===== src/rtl/actor_token_fifo_pkg.sv =====
// Shared constants and helpers for the actor token FIFO slice.
package actor_token_fifo_pkg;

  localparam int unsigned TOKEN_W_DEFAULT = 8;
  localparam int unsigned COUNT_W         = 16;

  // Smallest r with 2**r >= value; evaluated at elaboration time.
  function automatic int unsigned clog2(input int unsigned value);
    int unsigned r;
    r = 0;
    for (int unsigned i = 0; i < 32; i++) begin
      if ((32'd1 << i) < value) r = i + 1;
    end
    return r;
  endfunction

endpackage


===== src/rtl/actor_token_fifo_ram.sv =====
// Token storage: DEPTH x DATA_W, one synchronous write port, asynchronous read.
module actor_token_fifo_ram #(
  parameter int unsigned DATA_W = 8,
  parameter int unsigned DEPTH  = 16,
  parameter int unsigned AW     = 4
) (
  input  logic              CLK,
  input  logic              wr_en,
  input  logic [AW-1:0]     wr_addr,
  input  logic [DATA_W-1:0] wr_data,
  input  logic [AW-1:0]     rd_addr,
  output logic [DATA_W-1:0] rd_data
);

  logic [DATA_W-1:0] mem [DEPTH];

  always_ff @(posedge CLK) begin
    if (wr_en) mem[wr_addr] <= wr_data;
  end

  assign rd_data = mem[rd_addr];

endmodule


===== src/rtl/actor_token_fifo.sv =====
// First-word fall-through token FIFO between two dataflow actors, with sticky protocol-error flag.
module actor_token_fifo
  import actor_token_fifo_pkg::*;
#(
  parameter int unsigned DATA_W = TOKEN_W_DEFAULT,
  parameter int unsigned DEPTH  = 16
) (
  input  logic               CLK,
  input  logic               RESET,
  input  logic [DATA_W-1:0]  In_DATA,
  input  logic               In_SEND,
  input  logic [COUNT_W-1:0] In_COUNT,
  output logic               In_RDY,
  output logic               In_ACK,
  output logic [DATA_W-1:0]  Out_DATA,
  output logic               Out_SEND,
  output logic [COUNT_W-1:0] Out_COUNT,
  input  logic               Out_ACK,
  output logic               Err
);

  localparam int unsigned AW = clog2(DEPTH);
  localparam int unsigned OW = AW + 1;

  logic [AW-1:0]     rd_ptr;
  logic [AW-1:0]     wr_ptr;
  logic [OW-1:0]     occupancy;
  logic              err_q;
  logic              wr_en;
  logic              rd_en;
  logic              proto_err;
  logic [DATA_W-1:0] rd_data;

  // Handshake outputs derive from registered occupancy only, so a full FIFO
  // never accepts a token even when the head is popped in the same cycle.
  always_comb begin
    In_RDY    = occupancy < OW'(DEPTH);
    In_ACK    = RESET & In_SEND & In_RDY;
    Out_SEND  = occupancy != '0;
    Out_DATA  = Out_SEND ? rd_data : '0;
    Out_COUNT = COUNT_W'(occupancy);
    wr_en     = In_ACK;
    rd_en     = Out_ACK & Out_SEND;
    proto_err = (Out_ACK & ~Out_SEND) | (In_SEND & (In_COUNT != COUNT_W'(1)));
    Err       = err_q;
  end

  always_ff @(posedge CLK) begin
    if (!RESET) begin
      rd_ptr    <= '0;
      wr_ptr    <= '0;
      occupancy <= '0;
      err_q     <= 1'b0;
    end else begin
      if (wr_en) wr_ptr <= wr_ptr + 1'b1;
      if (rd_en) rd_ptr <= rd_ptr + 1'b1;
      unique case ({wr_en, rd_en})
        2'b10:   occupancy <= occupancy + 1'b1;
        2'b01:   occupancy <= occupancy - 1'b1;
        default: occupancy <= occupancy;
      endcase
      if (proto_err) err_q <= 1'b1;
    end
  end

  actor_token_fifo_ram #(
    .DATA_W (DATA_W),
    .DEPTH  (DEPTH),
    .AW     (AW)
  ) u_ram (
    .CLK     (CLK),
    .wr_en   (wr_en),
    .wr_addr (wr_ptr),
    .wr_data (In_DATA),
    .rd_addr (rd_ptr),
    .rd_data (rd_data)
  );

endmodule


===== config.mk =====
export PLATFORM = sky130hd
export DESIGN_NAME = actor_token_fifo
export DESIGN_NICKNAME = d
export VERILOG_FILES = /design/src/rtl/actor_token_fifo_pkg.sv /design/src/rtl/actor_token_fifo_ram.sv /design/src/rtl/actor_token_fifo.sv
export SDC_FILE = /design/constraint.sdc
export NUM_CORES = 1
export LEC_CHECK = 0
export CAP_MARGIN = 40
export CORE_UTILIZATION = 65
export DETAILED_ROUTE_END_ITERATION = 16
export DONT_BUFFER_PORTS = 1
export PLACE_DENSITY = 0.88
export REMOVE_ABC_BUFFERS = 1
export SYNTH_ARGS = -nofsm -noshare
export SYNTH_HDL_FRONTEND = slang
export SYNTH_HIERARCHICAL = 1
export SYNTH_SLANG_ARGS = --single-unit

===== constraint.sdc =====
create_clock -name CLK -period 5.5 [get_ports CLK]
set_input_delay 1.1 -clock CLK [delete_from_list [all_inputs] [get_ports CLK]]
set_output_delay 1.1 -clock CLK [all_outputs]
set_load 0.05 [all_outputs]

# Word-level counts from Yosys, hierarchy flattened
# Memory sizes are Yosys's and may differ from the RTL's. A register that Yosys moved wholly into a read port is not among the register bits.
# Index checks and enable logic that the tools add are counted.
dict set report totals {
  latchBits 0
  mem_bits_ro 0
  n_memories 1
  inputBits 28
  ramBits 128
  regBits 14
}
# name depth width read_ports rd_clocked_by_memory_dff write_ports line_no
set mem_list {}
lappend mem_list {u_ram.mem 16 8 1 1 1 actor_token_fifo_ram.sv:15} ;# logic [DATA_W-1:0] mem [DEPTH];
dict set report op_classes {
  shifts 0
  n_div 0
  add_sub_neg 4
  eq_ne 3
  mux 6
  bitwise 7
  reduce_logical 2
  n_lt_le_gt_ge 1
  multipliers 0
}
# op n
set ops {}
lappend ops {{16-bit by 1-bit != test with 1-bit output, second input constant} 1}
lappend ops {{5-bit case mux with 2 select lines} 1}
lappend ops {{4-bit by 1-bit adder with 4-bit output, second input constant} 2}
lappend ops {{4-bit 2-to-1 mux} 2}
lappend ops {{8-bit 2-to-1 mux} 1}
lappend ops {{5-bit by 1-bit adder with 5-bit output, second input constant} 1}
lappend ops {{1-bit AND} 5}
lappend ops {{5-bit < comparator, second input constant} 1}
lappend ops {{5-bit nonzero test} 1}
lappend ops {{5-bit by 1-bit subtractor with 5-bit output, second input constant} 1}
lappend ops {{2-bit by 1-bit equality test with 1-bit output, second input constant} 1}
lappend ops {{2-bit equality test, second input constant} 1}
lappend ops {{1-bit 2-to-1 mux} 2}
lappend ops {{2-bit nonzero test} 1}
lappend ops {{1-bit NOT} 1}
lappend ops {{1-bit OR} 1}

# Logic depth before layout (Yosys ltp)
dict set report logic_depth {
  ltp_word 4
  mapped_depth 12
  ltp_nobuf 10
}

# Hierarchy
# Netlist, hierarchy kept.
# module area_each_um2 n_inst cells_each seq_area_each_um2
set by_module_without_submodules {}
lappend by_module_without_submodules {actor_token_fifo_ram 4987.3 1 221 3843.7}
lappend by_module_without_submodules {actor_token_fifo 996.0 1 117 280.3}

# Worst setup path after synthesis
# Ideal clock, no wire load.
dict set report synth_path {
  kind {input port to flip-flop}
  from {input port In_SEND}
  to {memory u_ram.mem[0][0] (enable)}
  required_time_ns 5.117
  path_stages 5
  slack_ns 2.051
  path_buffers 0
  setup_ns 0.383
  arrival_ns 3.065
  path_cell_list {nor2b_1 -> nand2_1 -> inv_1 -> or3b_2 -> nor3_1}
}
dict set report synth_between {
  elab_chain_len 4
}
# item line_no
set synth_lines {}
lappend synth_lines {{from (decl)} actor_token_fifo.sv:11} ;# input logic In_SEND,
lappend synth_lines {{1-bit AND (2 in series)} actor_token_fifo.sv:38} ;# In_ACK = RESET & In_SEND & In_RDY;
lappend synth_lines {{named net In_ACK} actor_token_fifo.sv:14} ;# output logic In_ACK,
lappend synth_lines {{1-bit 2-to-1 mux} actor_token_fifo_ram.sv:18} ;# if (wr_en) mem[wr_addr] <= wr_data;
lappend synth_lines {{1-bit 2-to-1 mux (not written as such)} actor_token_fifo_ram.sv:18}
lappend synth_lines {{to (decl)} actor_token_fifo_ram.sv:15}
# The timed path passes the listed nets, and every way through them passes these cells.

==> results.toml <==
[yosys]
ys_types = 46
async_reset_ff_share_pct = 0
syn_inst = 338
synth_flop_cell = "edfxtp_1"
synth-seq-cells = 142
synth_warnings = 6
syn_avg_cell_area_sq_um = 17.7
ys_seq_area_share_pct = 68.9
synth_area_sq_um = 5980
synth-edff-count = 128

[worst_setup_path]
crit_path_end_kind = "output port"
critPathArrivalTime_ns = 3.02
critical_path.cell_chain = "buf_4, mux4_1, a22oi_1, nand2_1, and2_1"
worstSetupPathType = "flip-flop to output port"
r2r_setup_slack_ns = 2.30
crit_slowest_cell = "dfxtp_2"
startpoint_type = "flip-flop"
crit_family = "flip-flops"
crit_path_max_incr_delay_ns = 0.65
path_max_fanout = 21
crit_required_ns = 4.40
path_buf_inv = 1

[outcome]
status = "finished, violations left"
failed_checks = "DRC"

[grt]
grt_pass1_vias = 3312
track_usage_pct = 28.4
antenna_found_initial = 0
grt_pass1_wl_mm = 19.2
grt_max_degree = 36
grt_overflow = 0

[clocking]
ctsHoldBuffers = 0
clock-sinks = 142
cts_max_level = 4
cts_tree = "done"
post_cts_buffers = 0
cts_root_buf = "clkbuf_8"
cts_buffers = 17
clock_latency_ns = 0.54
cts_resized = 0
cts_max_path_buffers = 2
cts.reportedPaths.clkPinSlew_ns = 0.06

[power_and_ir_drop]
powerDensity_nw_per_um2 = 519
p_leak_uw = 0.00218
vdd_ir_drop_max_mv = 0.360

[route]
drt-pass1-iter-count = 11
drc = 4
vias_per_cell = 6.89
ant_nets = 0
wl_per_cell_um = 26.5
finalWirelength_mm = 12.5
drtIter0Drc = 385
num_vias = 3237

[final_layout]
final_common_cell = "edfxtp_1"
drive_gt1_share_pct = 17.7
syn2layout_area_growth_pct = 11.0
layout.nets = 382
insertedDiodeCount = 0
final_cell_mix = "128 x edfxtp_1, 18 x mux4_2, 16 x nand2_1, 16 x clkbuf_16, 16 x a22oi_1"

[floorplanning]
start_util_pct = 67.9
fp.dieW_um = 97.9
die_area_sq_um = 9590
die_h_um = 97.9
core_area_sq_um = 8810
rows = 34
io_pins = 56

[sta]
hold_ws_ns = 0.593
max_slew_margin_pct = 35.7
fin_crit_ns = 4.12
finalSetupTns_ns = 0
rsz0062_at_grt = "no"
timing.fmax_ghz = 0.243
setup_viol = 0
worst_pin_slew_ns = 0.961
slew_violations = 0
finalHoldViolations = 0
fin_worst_skew_ns = 0.00500
fin_crit_sh_pct = 74.9

[place]
place.gp.congestion = 0.778
hpwl_mm = 6.80
portBuffers = 0

[run]
maxCapViolCount = 0

[hold_path]
hold_class = "flip-flop to flip-flop"
-- area by class of cell --
cell class / instances / area [sq um]
multi-input cells: 176 / 1690
clock inverters: 14 / 206
flip-flops and latches: 142 / 4130
inverters: 5 / 18.8
clock buffers: 18 / 418
fillers: 435 / 2170
well taps: 108 / 135
repair buffers: 7 / 50.0
-- sequential cells by signal (all words and copies together), names as in the netlist --
register   flops
u_ram/mem    128
occupancy      5
rd_ptr         4
wr_ptr         4
Err            1
-- Yosys cell counts, types with 2 or more instances --
cell type | n | area share (%)
and2_1 | 15 | 1.6
mux2i_1 | 4 | 0.67
nand2_1 | 16 | 1.0
clkbuf_1 | 2 | 0.13
inv_1 | 4 | 0.25
mux4_1 | 14 | 6.1
xnor2_1 | 6 | 0.88
nand3_1 | 6 | 0.50
nor2_1 | 14 | 0.88
nand4_1 | 3 | 0.31
a21boi_0 | 3 | 0.38
buf_6 | 4 | 0.75
a22oi_1 | 16 | 2.0
xor2_1 | 2 | 0.29
nand2b_1 | 3 | 0.31
buf_4 | 12 | 1.5
dfxtp_1 | 14 | 4.7
o21ai_0 | 3 | 0.25
buf_2 | 4 | 0.33
nor2b_1 | 7 | 0.73
ha_1 | 5 | 1.0
nand3b_1 | 2 | 0.25
nor3_1 | 5 | 0.42
clkdlybuf4s25_2 | 3 | 0.50
a21oi_1 | 3 | 0.25
edfxtp_1 | 128 | 64
mux4_2 | 18 | 6.8
nor4_1 | 4 | 0.42
-- power by group --
part           internal (uW)  total, uW  leakage, uW  switching [uW]
Clock                    747       1210     0.000295             464
Combinational            302        882     0.000621             580
Sequential              1220       1350      0.00127             133
-- path summary, 6_finish.rpt --
| kind | start | to | cells past startpoint |
|---|---|---|---|
| setup / recovery | rd_ptr[0] | Out_DATA[1] | 5 |
| hold / removal | rd_ptr[3] | rd_ptr[3] | 2 |
| setup reg to reg | occupancy[4] | u_ram/mem[2][7] | 5 |
| hold reg to reg | rd_ptr[3] | rd_ptr[3] | 2 |
-- cells by family after synthesis --
| logic type | Yosys count | share of synthesized area [%] |
|---|---|---|
| buf+inv | 30 | 3.53 |
| simple gates | 85 | 7.74 |
| flops | 142 | 68.9 |
| fa+ha+maj | 5 | 1.05 |
| xor+xnor | 8 | 1.17 |
| compound gates | 31 | 3.93 |
| mux | 36 | 13.6 |
| other cells | 1 | 0.0627 |
-- worst register-to-register path, delay by kind of cell (launching register included) --
kind          cells  cell delay, ns
buf+inv           1            0.45
simple gates      4            1.85
flops             1            0.53
-- layer usage --
layer  GRT usage, %  wire (um)
met5              0          0
met4           13.2        330
met3           7.52        940
met2           46.0       6540
met1           36.5       4640
-- per-stage QoR --
stage | setup WS, ns | power (uW) | utilization, % | area, sq um | std cells
detailed placement | 1.87 | 2230 | 68.2 | 6010 | 437
global placement | 1.73 | 2190 | 68.2 | 6000 | 436
CTS | 1.37 | 3450 | 75.3 | 6630 | 469
global route | 1.29 | 3550 | 75.4 | 6640 | 470
finish | 1.38 | 3440 | 75.4 | 6640 | 470
floorplan | 1.82 | 2080 | - | 5830 | 323
Power figures use the tool's default switching activity.
